## src/rtl/multicycle_core.sv

```systemverilog
// Four-step multicycle core: FETCH/DECODE/EXEC/WRITE over a register bank.
// Define MULTICYCLE_CORE_SLT_EN to enable signed SLT; otherwise opcode 6 is a NOP.
module multicycle_core #(
  parameter int DATA_W = 16,
  parameter int REG_AW = 3
) (
  input  logic              clock,
  input  logic              resetn,
  input  logic [DATA_W-1:0] iin,
  input  logic              iin_valid,
  output logic              iin_ready,
  output logic [DATA_W-1:0] dout,
  output logic              dout_valid,
  output logic              done
);

  localparam int NREG  = 2**REG_AW;
  localparam int IMM_W = DATA_W - 3 - 2*REG_AW;

  typedef enum logic [1:0] {
    FETCH, DECODE, EXEC, WRITE
  } state_t;

  typedef enum logic [2:0] {
    OP_MV, OP_MVI, OP_ADD, OP_SUB,
    OP_AND, OP_OR, OP_SLT, OP_OUT
  } op_t;

  state_t state, state_nx;

  logic [DATA_W-1:0] ir, a, g;
  logic [DATA_W-1:0] rf [NREG];

  op_t               op;
  logic [REG_AW-1:0] rx, ry;
  logic [IMM_W-1:0]  imm;
  logic [DATA_W-1:0] sext, rb, alu;
  logic              short_op, accept, alu_wr;

  logic              ld_ir, ld_a, ld_g;
  logic              rf_we, out_we, retire;
  logic [DATA_W-1:0] rf_wd;

  assign op   = op_t'(ir[DATA_W-1 -: 3]);
  assign rx   = ir[DATA_W-4 -: REG_AW];
  assign ry   = ir[DATA_W-4-REG_AW -: REG_AW];
  assign imm  = ir[IMM_W-1:0];
  assign sext = {{(DATA_W-IMM_W){imm[IMM_W-1]}}, imm};
  assign rb   = rf[ry];

  assign short_op = (op == OP_MV) || (op == OP_MVI)
                 || (op == OP_OUT);

  assign iin_ready = (state == FETCH) && resetn;
  assign accept    = iin_valid && iin_ready;

`ifdef MULTICYCLE_CORE_SLT_EN
  assign alu_wr = 1'b1;
`else
  // Opcode 6 still walks the long path but never writes back
  assign alu_wr = (op != OP_SLT);
`endif

  always_comb begin
    alu = '0;
    unique case (op)
      OP_ADD:  alu = a + rb;
      OP_SUB:  alu = a - rb;
      OP_AND:  alu = a & rb;
      OP_OR:   alu = a | rb;
`ifdef MULTICYCLE_CORE_SLT_EN
      OP_SLT:  alu = {{(DATA_W-1){1'b0}},
                      ($signed(a) < $signed(rb))};
`endif
      default: alu = '0;
    endcase
  end

  always_ff @(posedge clock or negedge resetn) begin
    if (!resetn) state <= FETCH;
    else         state <= state_nx;
  end

  always_comb begin
    state_nx = state;
    unique case (state)
      FETCH:   if (accept) state_nx = DECODE;
      DECODE:  state_nx = short_op ? FETCH : EXEC;
      EXEC:    state_nx = WRITE;
      WRITE:   state_nx = FETCH;
      default: state_nx = FETCH;
    endcase
  end

  always_comb begin
    ld_ir  = 1'b0;
    ld_a   = 1'b0;
    ld_g   = 1'b0;
    rf_we  = 1'b0;
    rf_wd  = g;
    out_we = 1'b0;
    retire = 1'b0;
    unique case (1'b1)
      (state == FETCH): ld_ir = accept;
      (state == DECODE): begin
        retire = short_op;
        ld_a   = !short_op;
        rf_we  = (op == OP_MV) || (op == OP_MVI);
        rf_wd  = (op == OP_MVI) ? sext : rb;
        out_we = (op == OP_OUT);
      end
      (state == EXEC): ld_g = 1'b1;
      (state == WRITE): begin
        retire = 1'b1;
        rf_we  = alu_wr;
      end
      default: ;
    endcase
  end

  always_ff @(posedge clock or negedge resetn) begin
    if (!resetn) begin
      ir         <= '0;
      a          <= '0;
      g          <= '0;
      dout       <= '0;
      dout_valid <= 1'b0;
      done       <= 1'b0;
      for (int i = 0; i < NREG; i++) rf[i] <= '0;
    end else begin
      if (ld_ir)  ir <= iin;
      if (ld_a)   a  <= rf[rx];
      if (ld_g)   g  <= alu;
      if (rf_we)  rf[rx] <= rf_wd;
      if (out_we) dout <= rf[rx];
      done       <= retire;
      dout_valid <= out_we;
    end
  end

endmodule
```

## config.mk

```make
export PLATFORM = sky130hd
export DESIGN_NAME = multicycle_core
export DESIGN_NICKNAME = d
export VERILOG_FILES = /design/src/rtl/multicycle_core.sv
export SDC_FILE = /design/constraint.sdc
export NUM_CORES = 1
export LEC_CHECK = 0
export CORE_MARGIN = 2
export CORE_UTILIZATION = 40
export DETAILED_ROUTE_END_ITERATION = 6
export PLACE_DENSITY = 0.68
export SLEW_MARGIN = 20
export SYNTH_ARGS = -nofsm -noshare
export SYNTH_HDL_FRONTEND = slang
export SYNTH_SLANG_ARGS = --single-unit
```

## constraint.sdc

```tcl
create_clock -name clock -period 5.8 [get_ports clock]
set_input_delay 1.16 -clock clock [delete_from_list [all_inputs] [get_ports clock]]
set_output_delay 1.16 -clock clock [all_outputs]
set_load 0.1 [all_outputs]
```

==> reports/results.ini, run 1 <==
[status]
status = finished, final reports clean

[route]
antenna_left = 0
num_vias = 7535
drtIter0Drc = 645
drcViolationCount = 0
wl_um = 26860
wl_per_cell_um = 20.46
vias_per_cell = 5.739
firstDrtPassIters = 7

[global_routing]
antenna_found_initial = 0
grt_usage_pct = 20.06
grt_max_degree = 87
grt_pass1_vias = 7550
gr-total-overflow = 0
grt_pass1_wl_um = 43370

[critical_path]
worstPathArrival_ns = 5.23
path_class = reg -> reg
cp.required_ns = 6.17
cp-end-kind = flip-flop
start_kind = flip-flop
crit_fanout = 13

[floorplan]
dieWidth_um = 166.7
rows = 59
coreArea_sq_um = 26060
ios = 38
start_util_pct = 40.63
die_h_um = 166.7
die_area_sq_um = 27780

[sta]
fmax_mhz = 205.4
worst_pin_slew_ns = 1.093
worst_slack_ns = 0.9325
final.setup.tns_ns = 0
setup_viol = 0
skew_ns = 0.01374
slew_viol_final = 0
fin_crit_sh_pct = 83.92
rsz0062_at_grt = false
maxSlewHeadroom_pct = 27.16
hold_viol = 0
min_period_ns = 4.868

[logic_synthesis]
ys_ff_latch = 196
yosys_warnings = 0
synth_top_cell_area_share_pct = 46.33
postSynthNetCount = 983
synth_edf_count = 0
synth.avg_cell_area_sq_um = 11.20
synth_seq_area_share_pct = 46.33
synth_flop_cell = dfrtp_1
synth_area_sq_um = 10590
async_reset_ff_share_pct = 100.0
yosysTopAreaCell = dfrtp_1
syn_inst = 945
yosysUniqueCellTypes = 46
synthTopCellsByArea = dfrtp_1, mux4_2, mux2_2

[clocking]
clock-sinks = 196
cts-root-buf = clkbuf_16
cts_tree = done
cts.reportedPaths.clkPinSlew_ns = 0.07
cts_buffers = 17
post_cts_buffers = 0
cts_buffer_depth = 2
cts_resized = 0
cts-hold-fix-buffers = 0
insertion_delay_ns = 0.43
htreeDepth = 4

[placed_design]
dp_slack_ns = 0.9276
dp_hpwl_um = 18640
portBuffers = 37
place.gp.congestion = 0.8430

[final_layout]
final_nets = 1004
syn_to_final_growth_pct = 12.41
antenna_cells = 0
drive_gt1_share_pct = 21.78

[min_path]
hold_class = reg -> reg

[run]
cap_violations = 0

registers in the layout, indices dropped and copies added, names as in the netlist, named ones only:
register / cells
ir: 16
rf: 128
a: 16
g: 16
dout_valid: 1
dout: 16
state: 1
done: 1
synthesized netlist by cell type (4+ instances only):
cell type	instances
dfrtp_1	196
xnor2_1	10
nand2b_1	7
buf_1	10
ha_1	18
xor2_1	11
mux2i_1	29
buf_2	4
a211oi_1	10
nand2_1	52
mux2_2	82
nor2_1	134
mux4_2	61
nor3_1	13
a21oi_1	123
o21ai_0	42
nor2b_1	7
o21a_1	6
clkbuf_1	43
inv_1	18
maj3_1	15
a221oi_1	8
or3_1	7
metrics by stage:
stage	hold WS, ns	utilization, %	cell area (sq um)	cells
2_1_floorplan	0.4497	-	10590	945
3_3_place_gp	0.4748	43.48	11330	1281
3_5_place_dp	0.4801	43.48	11330	1281
4_1_cts	0.5038	45.61	11890	1312
5_1_grt	0.5299	45.67	11900	1313
6_report	0.5041	45.67	11900	1313
cells by family after synthesis:
family,Yosys count,synth area share (%)
DFF,196,46.33
AOI/OAI and AO/OA,210,11.32
and+or+nand+nor,234,9.408
adders and majority gates,34,3.735
muxes,172,24.44
xor gates and xnor gates,21,1.737
buffers and inverters,78,3.026
critical path: stages (launching register included):
cell and delay [ns]:
dfrtp_1 0.57, buf_4 0.36, mux4_2 0.53, mux2_2 0.32, or4b_1 0.58, o31ai_1 0.38, xnor2_1 0.11, ha_1 0.39
a21oi_1 0.14, o21ai_0 0.11, or3_1 0.33, o2111ai_1 0.23, a21oi_1 0.11, or3_1 0.37, mux2i_1 0.14, a211o_1 0.11
placed cells by master (no fill, tap or decap), types with 11 or more instances in the layout:
cell	n
a21oi_1	123
buf_4	25
clkbuf_16	17
clkdlybuf4s50_1	35
dfrtp_1	195
ha_1	18
inv_1	18
maj3_1	15
mux2_2	82
mux2i_1	29
mux4_2	61
nand2_1	52
nor2_1	128
nor3_1	11
o21ai_0	41
xor2_1	11
layout make-up:
cell class	count	area, sq um
well taps	335	419.2
repair buffers	62	566.8
clock buffers	22	484.2
inverters	18	67.56
fillers	2343	14160
flip-flops and latches	196	4906
clock inverters	9	70.07
multi-input cells	671	5386
metal layers:
| layer | part of all wire [%] | routed length, um | track usage [%] |
|---|---|---|---|
| met1 | 44 | 11930 | 28.65 |
| met2 | 48 | 12870 | 31.40 |
| met3 | 5.5 | 1486 | 3.755 |
| met4 | 2.1 | 568 | 5.885 |
| met5 | 0 | 0 | 0 |
final timing paths:
kind | start | endpoint | slack (ns) | cells after the start
hold / removal | g[8] | g[8] | 0.50 | 2
setup / recovery | ir[8] | g[15] | 0.93 | 15
hold reg to reg | g[8] | g[8] | 0.50 | 2
setup reg to reg | ir[8] | g[15] | 0.93 | 15
max in group asynchronous | resetn | rf[122] | 3.66 | 2
min in group asynchronous | resetn | rf[32] | 0.76 | 1
Power of run 1 is not shown: default switching activity piles up to over one toggle a cycle in this logic, so the estimate is an artifact.
==> run 2: changes to the inputs <==
--- a/config.mk
+++ b/config.mk
@@ -8,7 +8,7 @@
 export CORE_MARGIN = 2
 export CORE_UTILIZATION = 40
 export DETAILED_ROUTE_END_ITERATION = 6
-export PLACE_DENSITY = 0.68
+export PLACE_DENSITY = 0.7
 export SLEW_MARGIN = 20
 export SYNTH_ARGS = -nofsm -noshare
 export SYNTH_HDL_FRONTEND = slang
==> constraint.sdc (replaced) <==
create_clock -name clock -period 4.1 [get_ports clock]
set_input_delay 0.82 -clock clock [delete_from_list [all_inputs] [get_ports clock]]
set_output_delay 0.82 -clock clock [all_outputs]
set_load 0.1 [all_outputs]
==> run 2 against run 1 <==
The run now ends with negative setup slack left; worst hold slack lost 0.20 ns; wire length increased by 3.0%; design area increased by 5.0%; critical path type unchanged; via count increased by 4.3%; non-clock buffer count grew 45; sequential share of layout area decreased by 2.0 points; die area unchanged; maximum frequency increased by 17%; clock skew decreased by 0.0013 ns.
==> reports/results.ini, run 2 (synthesis results as in run 1) <==
[sta]
worst_slack_ns = -0.07009
slew_viol_final = 0
fmax_mhz = 239.8
fin_crit_sh_pct = 101.7
min_period_ns = 4.170
hold_viol = 0
rsz0062_at_grt = true
fin_hold_ws_ns = 0.3070
setup_viol = 2
worst_pin_slew_ns = 1.100
skew_ns = 0.01245
maxSlewHeadroom_pct = 25.88

[critical_path]
worstPathArrival_ns = 4.48
cp_cell_sequence = buf_12 -> mux4_2 -> mux2_4 -> or4b_4 -> or3_4 -> nand2b_4 -> nand2_2 -> xor2_1 -> ha_2 -> or3_4 -> o2111ai_4 -> buf_6 -> nand2_2 -> xor2_1 -> a221oi_1 -> nor2_1
start_kind = flip-flop
crit_end = g[13]
reg2reg_depth = 16
crit_fanout = 8
cp.required_ns = 4.41
worstReg2RegStart = ir[8]
worstSetupStartpoint = ir[8]
cp_slowest_stage_delay_ns = 0.58
cp_top_family = simple AND/OR/NAND/NOR gates
crit_buf_inv = 2
path_class = reg -> reg
cp_num_cells = 16
r2r_setup_slack_ns = -0.07
critical-path-slowest-cell = or4b_4
cp-end-kind = flip-flop
rr_endpoint = g[13]

[final_layout]
top_register = rf
antenna_cells = 0
final_common_cell = dfrtp_1
largest_reg_flops = 128
final_cells = 1357
final_nets = 1049
syn_to_final_growth_pct = 18.07
layout_common_cells = dfrtp_1, nor2_1, a21oi_1
stdcell_area_sq_um = 12500
drive_gt1_share_pct = 28.08

[floorplan]
coreArea_sq_um = 26060
die_h_um = 166.7
ios = 38
dieWidth_um = 166.7
die_area_sq_um = 27780
start_util_pct = 40.63
rows = 59

[min_path]
hold_class = in -> async

[global_routing]
grt_usage_pct = 20.24
grt_pass1_wl_um = 44020
grt_pass1_vias = 7845
gr-total-overflow = 0
antenna_found_initial = 0
grt_max_degree = 68

[status]
status = finished with violations
violations = negative setup slack

[placed_design]
portBuffers = 37
dp_hpwl_um = 19470
dp_slack_ns = -0.1853
place_inst = 1320
place.gp.congestion = 0.9167
dpl_cell_area_sq_um = 11670

[route]
firstDrtPassIters = 5
num_vias = 7860
wl_um = 27670
vias_per_cell = 5.792
drcViolationCount = 0
wl_per_cell_um = 20.39
drtIter0Drc = 628
antenna_left = 0

[clocking]
cts_buffer_depth = 2
cts_buffers = 17
cts-hold-fix-buffers = 0
htreeDepth = 4
cts_tree = done
cts.reportedPaths.clkPinSlew_ns = 0.07
clock-sinks = 196
insertion_delay_ns = 0.44
cts-root-buf = clkbuf_16

[run]
cap_violations = 0

-- run 2: how the worst min path moves through the flow --
stage | to | slack (ns) | depth (start not counted)
floorplan | g[8] | 0.45 | 2
global placement | g[5] | 0.47 | 2
detailed placement | g[15] | 0.48 | 1
CTS | rf[14] | 0.31 | 1
global route | rf[14] | 0.32 | 1
finish | rf[14] | 0.31 | 1
-- run 2: area by class of cell --
cell class | instances | area, sq um
Fill cell | 2289 | 13560
Multi-Input combinational cell | 671 | 5575
Sequential cell | 196 | 4906
Timing Repair Buffer | 107 | 942.2
Clock buffer | 21 | 470.5
Tap cell | 335 | 419.2
Clock inverter | 9 | 118.9
Inverter | 18 | 67.56
-- run 2: stage by stage --
stage	setup TNS [ns]	util (%)
2_1_floorplan	0	-
3_3_place_gp	-0.2259	44.80
3_5_place_dp	-0.5252	44.80
4_1_cts	-0.1549	47.39
5_1_grt	-0.8209	47.97
6_report	-0.1239	47.97
-- run 2: per-layer routing --
metal	share of wire, %	vias to the layer above	track usage [%]	wire (um)
li1	-	3545	-	-
met1	45	3984	28.15	12330
met2	48	272	32.97	13400
met3	4.8	59	3.279	1318
met4	2.2	0	5.847	619
met5	0	-	0	0
-- run 2: repair_timing --
| action | in CTS | in global routing |
|---|---|---|
| pin swaps | 1 | 20 |
| gates resized for setup | 11 | 30 |
| setup endpoints to repair | 5 | 9 |
| setup buffers | 5 | 3 |
Power of run 2 is left out for the same reason.
